**src/rtl/mar_access_arbiter_if.sv**
```systemverilog
`default_nettype none
// ============================================================================
//  Module      : mar_access_arbiter_if
//  Description : Bundle between the MAR requesters and the MAR access
//                arbiter.
//                Requester side (driven by requesters):
//                  req      - per-requester request level
//                  req_addr - packed address nibbles, slot i at [i*ADDR_W +: ADDR_W]
//                  req_sel  - packed select codes, slot i at [i*SEL_W +: SEL_W]
//                Arbiter side (driven by the arbiter):
//                  gnt      - registered one-hot grant
//                  done     - one-cycle completion pulse to the granted requester
//                  mar_d    - MAR data bus
//                  mar_sel  - MAR select
//                  mar_g    - MAR load strobe, active high
//                  mar_g1_n - MAR enable 1, active low
//                  mar_g2_n - MAR enable 2, active low
//                  busy     - arbiter is in a transaction
//                  gnt_id   - index of the current or last grant
//                Modports: master = requester side, slave = arbiter.
//  Revision    : 1.0 - initial release
// ============================================================================
interface mar_access_arbiter_if #(
  parameter int NUM_REQ = 4,
  parameter int ADDR_W  = 4,
  parameter int SEL_W   = 2
);
  localparam int ID_W = $clog2(NUM_REQ);

  logic [NUM_REQ-1:0]        req;
  logic [NUM_REQ*ADDR_W-1:0] req_addr;
  logic [NUM_REQ*SEL_W-1:0]  req_sel;
  logic [NUM_REQ-1:0]        gnt;
  logic [NUM_REQ-1:0]        done;
  logic [ADDR_W-1:0]         mar_d;
  logic [SEL_W-1:0]          mar_sel;
  logic                      mar_g;
  logic                      mar_g1_n;
  logic                      mar_g2_n;
  logic                      busy;
  logic [ID_W-1:0]           gnt_id;

  modport master (
    output req, req_addr, req_sel,
    input  gnt, done, mar_d, mar_sel, mar_g, mar_g1_n, mar_g2_n, busy, gnt_id
  );

  modport slave (
    input  req, req_addr, req_sel,
    output gnt, done, mar_d, mar_sel, mar_g, mar_g1_n, mar_g2_n, busy, gnt_id
  );
endinterface
`default_nettype wire

```
**src/rtl/mar_access_arbiter.sv**
```systemverilog
`default_nettype none
// ============================================================================
//  Module      : mar_access_arbiter
//  Description : Round-robin arbiter and load sequencer for the shared memory
//                address register (MAR). One requester is granted at a time;
//                its address/select are captured at the grant edge and driven
//                onto the MAR through a setup / strobe / hold sequence.
//  Ports       : clk - system clock, rising edge
//                rst - synchronous active-high reset
//                bus - mar_access_arbiter_if.slave (requests in, grant, done,
//                      MAR bus, busy and gnt_id out)
//  Parameters  : NUM_REQ (2..8), ADDR_W, SEL_W, SETUP_CYC (1..7),
//                HOLD_CYC (1..7). NUM_REQ/ADDR_W/SEL_W must match the
//                interface instance.
//  Revision    : 1.0 - initial release
// ============================================================================
module mar_access_arbiter #(
  parameter int NUM_REQ   = 4,
  parameter int ADDR_W    = 4,
  parameter int SEL_W     = 2,
  parameter int SETUP_CYC = 1,
  parameter int HOLD_CYC  = 1
) (
  input  logic                  clk,
  input  logic                  rst,
  mar_access_arbiter_if.slave   bus
);

  localparam int ID_W  = $clog2(NUM_REQ);
  localparam int CNT_W = 4;

  typedef enum logic [1:0] {
    IDLE   = 2'd0,
    SETUP  = 2'd1,
    STROBE = 2'd2,
    HOLD   = 2'd3
  } state_t;

  state_t              state, state_nx;
  logic [CNT_W-1:0]    cnt, cnt_nx;
  logic [ID_W-1:0]     rr_ptr, rr_ptr_nx;
  logic [ID_W-1:0]     gnt_id_q, gnt_id_nx;
  logic [NUM_REQ-1:0]  gnt_q, gnt_nx;
  logic [NUM_REQ-1:0]  done_q, done_nx;
  logic [ADDR_W-1:0]   mar_d_q, mar_d_nx;
  logic [SEL_W-1:0]    mar_sel_q, mar_sel_nx;
  logic                mar_g_q, mar_g_nx;
  logic                en_n_q, en_n_nx;
  logic                busy_q, busy_nx;

  // Round-robin pick: first set request bit at or above rr_ptr, wrapping.
  logic                win_found;
  logic [ID_W-1:0]     win_id;

  always_comb begin
    win_found = 1'b0;
    win_id    = '0;
    for (int off = 0; off < NUM_REQ; off++) begin
      if (!win_found && bus.req[(int'(rr_ptr) + off) % NUM_REQ]) begin
        win_found = 1'b1;
        win_id    = ID_W'((int'(rr_ptr) + off) % NUM_REQ);
      end
    end
  end

  // State register and all registered outputs.
  always_ff @(posedge clk) begin
    if (rst) begin
      state     <= IDLE;
      cnt       <= '0;
      rr_ptr    <= '0;
      gnt_id_q  <= '0;
      gnt_q     <= '0;
      done_q    <= '0;
      mar_d_q   <= '0;
      mar_sel_q <= '0;
      mar_g_q   <= 1'b0;
      en_n_q    <= 1'b1;
      busy_q    <= 1'b0;
    end else begin
      state     <= state_nx;
      cnt       <= cnt_nx;
      rr_ptr    <= rr_ptr_nx;
      gnt_id_q  <= gnt_id_nx;
      gnt_q     <= gnt_nx;
      done_q    <= done_nx;
      mar_d_q   <= mar_d_nx;
      mar_sel_q <= mar_sel_nx;
      mar_g_q   <= mar_g_nx;
      en_n_q    <= en_n_nx;
      busy_q    <= busy_nx;
    end
  end

  // Next-state and next-output logic. Outputs are computed for the state
  // being entered so that every MAR line comes straight from a flop.
  always_comb begin
    state_nx   = state;
    cnt_nx     = cnt;
    rr_ptr_nx  = rr_ptr;
    gnt_id_nx  = gnt_id_q;
    gnt_nx     = gnt_q;
    done_nx    = '0;
    mar_d_nx   = mar_d_q;
    mar_sel_nx = mar_sel_q;
    mar_g_nx   = 1'b0;
    en_n_nx    = 1'b1;

    case (state)
      IDLE: begin
        gnt_nx = '0;
        if (win_found) begin
          // Address and select are captured once, here; later changes on the
          // requester side are ignored for the rest of the transaction.
          state_nx   = SETUP;
          cnt_nx     = '0;
          gnt_nx     = NUM_REQ'(1) << win_id;
          gnt_id_nx  = win_id;
          mar_d_nx   = bus.req_addr[int'(win_id)*ADDR_W +: ADDR_W];
          mar_sel_nx = bus.req_sel[int'(win_id)*SEL_W +: SEL_W];
          en_n_nx    = 1'b0;
        end
      end

      SETUP: begin
        // The first SETUP cycle is the one in which data and enables change
        // together; SETUP_CYC further cycles of stable data follow before
        // the strobe, so SETUP occupies SETUP_CYC+1 clocks in total.
        en_n_nx = 1'b0;
        if (cnt == CNT_W'(SETUP_CYC)) begin
          state_nx = STROBE;
          cnt_nx   = '0;
          mar_g_nx = 1'b1;
        end else begin
          cnt_nx = cnt + 1'b1;
        end
      end

      STROBE: begin
        en_n_nx  = 1'b0;
        state_nx = HOLD;
        cnt_nx   = '0;
        // With a single hold cycle the first HOLD cycle is also the last.
        if (HOLD_CYC == 1) begin
          done_nx = NUM_REQ'(1) << gnt_id_q;
        end
      end

      HOLD: begin
        if (cnt == CNT_W'(HOLD_CYC - 1)) begin
          state_nx  = IDLE;
          cnt_nx    = '0;
          gnt_nx    = '0;
          en_n_nx   = 1'b1;
          rr_ptr_nx = (gnt_id_q == ID_W'(NUM_REQ - 1)) ? '0 : gnt_id_q + 1'b1;
        end else begin
          en_n_nx = 1'b0;
          cnt_nx  = cnt + 1'b1;
          // done goes out with the last HOLD cycle.
          if ((cnt + 1'b1) == CNT_W'(HOLD_CYC - 1)) begin
            done_nx = NUM_REQ'(1) << gnt_id_q;
          end
        end
      end

      default: begin
        state_nx = IDLE;
        gnt_nx   = '0;
      end
    endcase

    busy_nx = (state_nx != IDLE);
  end

  assign bus.gnt      = gnt_q;
  assign bus.done     = done_q;
  assign bus.mar_d    = mar_d_q;
  assign bus.mar_sel  = mar_sel_q;
  assign bus.mar_g    = mar_g_q;
  // Both enables move together; the strobe is only ever raised while
  // en_n_q is low.
  assign bus.mar_g1_n = en_n_q;
  assign bus.mar_g2_n = en_n_q;
  assign bus.busy     = busy_q;
  assign bus.gnt_id   = gnt_id_q;

endmodule
`default_nettype wire

```
**src/flat_wrapper.sv**
```systemverilog
// flat-port wrapper written by rule: the top's interface ports become plain ports
module mar_access_arbiter_flat 
#(
  parameter int NUM_REQ   = 4,
  parameter int ADDR_W    = 4,
  parameter int SEL_W     = 2,
  parameter int SETUP_CYC = 1,
  parameter int HOLD_CYC  = 1
)
  (clk, rst, bus_req, bus_req_addr, bus_req_sel, bus_gnt, bus_done, bus_mar_d, bus_mar_sel, bus_mar_g, bus_mar_g1_n, bus_mar_g2_n, bus_busy, bus_gnt_id);
  mar_access_arbiter_if #(.NUM_REQ(NUM_REQ), .ADDR_W(ADDR_W), .SEL_W(SEL_W)) bus_i ();
  input  logic clk;
  input  logic rst;
  input wire logic [$bits(bus_i.req)-1:0] bus_req;
  input wire logic [$bits(bus_i.req_addr)-1:0] bus_req_addr;
  input wire logic [$bits(bus_i.req_sel)-1:0] bus_req_sel;
  output wire logic [$bits(bus_i.gnt)-1:0] bus_gnt;
  output wire logic [$bits(bus_i.done)-1:0] bus_done;
  output wire logic [$bits(bus_i.mar_d)-1:0] bus_mar_d;
  output wire logic [$bits(bus_i.mar_sel)-1:0] bus_mar_sel;
  output wire logic [$bits(bus_i.mar_g)-1:0] bus_mar_g;
  output wire logic [$bits(bus_i.mar_g1_n)-1:0] bus_mar_g1_n;
  output wire logic [$bits(bus_i.mar_g2_n)-1:0] bus_mar_g2_n;
  output wire logic [$bits(bus_i.busy)-1:0] bus_busy;
  output wire logic [$bits(bus_i.gnt_id)-1:0] bus_gnt_id;
  assign bus_i.req = bus_req;
  assign bus_i.req_addr = bus_req_addr;
  assign bus_i.req_sel = bus_req_sel;
  assign bus_gnt = bus_i.gnt;
  assign bus_done = bus_i.done;
  assign bus_mar_d = bus_i.mar_d;
  assign bus_mar_sel = bus_i.mar_sel;
  assign bus_mar_g = bus_i.mar_g;
  assign bus_mar_g1_n = bus_i.mar_g1_n;
  assign bus_mar_g2_n = bus_i.mar_g2_n;
  assign bus_busy = bus_i.busy;
  assign bus_gnt_id = bus_i.gnt_id;
  mar_access_arbiter #(.NUM_REQ(NUM_REQ), .ADDR_W(ADDR_W), .SEL_W(SEL_W), .SETUP_CYC(SETUP_CYC), .HOLD_CYC(HOLD_CYC)) u_core (.clk(clk), .rst(rst), .bus(bus_i));
endmodule
```
**config.mk**
```make
export PLATFORM = sky130hd
export DESIGN_NAME = mar_access_arbiter_flat
export DESIGN_NICKNAME = d
export VERILOG_FILES = /design/src/rtl/mar_access_arbiter_if.sv /design/src/rtl/mar_access_arbiter.sv /design/src/flat_wrapper.sv
export SDC_FILE = /design/constraint.sdc
export NUM_CORES = 1
export LEC_CHECK = 0
export ABC_AREA = 1
export BUFFER_PORTS_ARGS = -buffer_cell sky130_fd_sc_hd__buf_2
export CORE_UTILIZATION = 42
export DETAILED_ROUTE_END_ITERATION = 7
export GPL_ROUTABILITY_DRIVEN = 0
export PLACE_DENSITY = 0.73
export SYNTH_ARGS = -nofsm -noshare
export SYNTH_HDL_FRONTEND = slang
export SYNTH_SLANG_ARGS = --single-unit
```
**constraint.sdc**
```tcl
create_clock -name clk -period 1.5 [get_ports clk]
set_input_delay 0.3 -clock clk [delete_from_list [all_inputs] [get_ports clk]]
set_output_delay 0.3 -clock clk [all_outputs]
set_load 0.01 [all_outputs]
```
==> qor.txt <==
outcome - complete, but fails checks
failing checks - negative setup slack
Syn Inst Count - 251
final setup violation count - 19
Synth Register Bits - 27
global-route track usage on met1 - 0.2558
hold depth - 5
post-synth top area share - 0.3338
Cell Pwr Density - 1331 nW/um^2
Inserted Diodes - 0
skew final - 0.003111 ns
CTS buffer count - 3
GR peak layer - met2
IO Count - 50
port bufs - 49
maxcap violations - 0
yosys warns - 0
crit path launch type - flop
VDD IR max - 0.0007653 V
largest net degree at the start of global routing - 16
clk_lat worst skew - 0.28 ns
synthesized area per cell - 6.450 sq um
sequential area share after synthesis - 0.3338
Clock Root Buffer - clkbuf_8
DRT Pass-1 Iters - 4
first-pass GRT wire length - 6810 um
antenna violations before repair - 0
crit-path cells - buf_12 -> nand2_1 -> nand2_1 -> nand2_2 -> nand2_2 -> nor2_4 -> nand3_2 -> nand2_2 -> nand2_4 -> buf_6 -> nand3_1 -> nand3_2 -> nor2_1 -> nor2_1
pre-CTS WS - -0.3025 ns
commonest non-fill, non-tap cell in the layout - nand2_1
Mapped Area - 1619 sq um
Tot GR Track Use - 0.2078
min-delay src - bus_req_addr[8]
M2 GR Usage - 0.3644
Initial Utilization - 0.4389
Placed Instance Area - 2074 sq um
CP dominant cell by count - nand2_2
Max-slew headroom - 0.7502
final number of max-transition violations - 0
final instance area - 2349 sq um
commonest non-fill, non-tap cells in the layout - nand2_1 (69), buf_2 (49), nor2_1 (26)
Worst Tran Pin Value - 0.3724 ns
Post-Syn Nets - 289
post-DP HPWL - 2818 um
f_max - 0.5626 GHz
die footprint - 4107 sq um
critical path data arrival time - 1.96 ns
CTS tree - done
core area - 3689 sq um
Overall Power - 0.003125 W
largest cells by area after synthesis - dfxtp_1 (33%), nand2_1 (20%), nor2_1 (6.7%), ha_1 (6.2%), inv_1 (6.0%)
die height - 64.09 um
Rows - 22
post-route DRC violation count - 0
slowest CP cell - dfxtp_4
hold slack - 0.3162 ns
Worst R2R Setup Slack - -0.28 ns
Remaining Overflow, GRT - 0
max incr delay on CP - 0.38 ns
Reg-to-Reg Start - u_core.rr_ptr[0]
clock sink total - 27
fillcell total - 343
CP Max Fanout - 7
share of cells above drive strength 1 - 0.4427
post-DR vias/cell - 4.809
routed via count - 1,784
Net count, final - 362
routing usage on met3 - 0.02679
clk buf depth - 2
Yosys top cell by area - dfxtp_1
Crit. End Element - flop
WHS Endpoint - u_core.bus.mar_d[0]
Worst-path clk slew - 0.10 ns
CTS H-tree lvls - 1
Die Wd - 64.09 um
RSZ-0062 raised after global routing - yes
WL per Instance - 11.24 um
antenna viol nets, final - 0
vias in the first global route - 1,654
critical path class - flop to flop
Leak - 1.219 nW
Worst Reg2Reg Path Length in Cells - 14
HP Class - input pin to flop
FF-to-FF End - u_core.bus.mar_d[0]
setup ws final - -0.2776 ns
initial DRC count - 75
distinct cell type count of the synthesized netlist - 27
Final Hold Vio Count - 0
Syn-to-layout area delta - 45.05%
final wirelength - 4171 um
required time of the critical path - 1.68 ns
crit path time final - 1.778 ns
Tcrit/Tclk final - 1.185
## what timing repair did
action | CTS | global route
endpoints found under the setup margin | 18 | 24
hold buffers | 0 | 0
resized for setup | 23 | 39
buffers inserted | 2 | 1
gates cloned | 0 | 1
pin swaps | 4 | 14
## routing by layer
layer / up-vias / wire [um] / part of all wire
li1: 925 / - / -
met4: 0 / 59 / 0.014
met3: 7 / 160 / 0.038
met5: - / 0 / 0
met2: 52 / 1983 / 0.48
met1: 800 / 1968 / 0.47
## state kept, by name, indices dropped and copies added (netlist names)
register and cells:
u_core.cnt 4, u_core.bus.mar_g 1, u_core.bus.gnt_id 2, u_core.state 2, u_core.bus.mar_g1_n 1, u_core.bus.busy 1
u_core.bus.gnt 4, u_core.bus.done 4, u_core.rr_ptr 2, u_core.bus.mar_sel 2, u_core.bus.mar_d 4
## worst max-delay path: cells and delay by family, from the launching register on
family	cells	cell delay (ns)
DFF	1	0.38
and+or+nand+nor	12	1.01
buffers and inverters	2	0.28
## cells by family after synthesis
kind of cell	share of synthesized area
simple gates	0.4073
buf+inv	0.1051
flops	0.3338
compound gates	0.08114
fa+ha+maj	0.06183
xor+xnor	0.01082
## synthesized netlist by cell type
cell type  count
nand2_1       88
nor2_1        29
dfxtp_1       27
inv_1         26
nand3_1       18
a21oi_1        9
ha_1           8
o21ai_0        8
nand2_2        6
inv_2          5
buf_4          4
nand3_2        3
a22oi_1        2
nand2_4        2
nand4_1        2
o21ai_1        2
o31ai_1        2
a31oi_1        1
buf_2          1
buf_6          1
clkbuf_1       1
clkinv_1       1
nand3b_1       1
nor2_4         1
nor4b_1        1
xnor2_1        1
xor2_1         1
## how the worst max path moves through the flow
stage                           from                    end  slack, ns
CTS                 u_core.rr_ptr[0]    u_core.bus.mar_d[2]      -0.18
global placement    u_core.rr_ptr[0]  u_core.bus.mar_sel[1]      -0.28
detailed placement  u_core.rr_ptr[0]    u_core.bus.mar_d[0]      -0.30
finish              u_core.rr_ptr[0]    u_core.bus.mar_d[0]      -0.28
floorplan           u_core.rr_ptr[0]    u_core.bus.mar_d[1]      -0.05
global route        u_core.rr_ptr[0]    u_core.bus.mar_d[0]      -0.42
## per-stage QoR
stage,cells,utilization,setup TNS (ns)
3_5_place_dp,363,0.5624,-2.894
3_3_place_gp,363,0.5624,-2.499
5_1_grt,371,0.6367,-5.312
2_1_floorplan,251,-,-0.2693
4_1_cts,369,0.5967,-1.677
6_report,371,0.6367,-3.210
## layout make-up
type                    count  area, sq um  area share
flip-flops and latches     27        553.0      0.2355
clock inverters             1        5.005    0.002131
multi-input cells         185         1069      0.4550
clock buffers               3        41.29     0.01758
repair buffers             75        490.5      0.2088
well taps                  48        60.06     0.02557
inverters                  32        130.1     0.05541
## where the power goes
part | switching, W | internal [W]
Combinational | 0.000942 | 0.000728
Sequential | 0.000137 | 0.000883
Clock | 0.000248 | 0.000187
No activity file was read; power rests on OpenSTA's default activity.
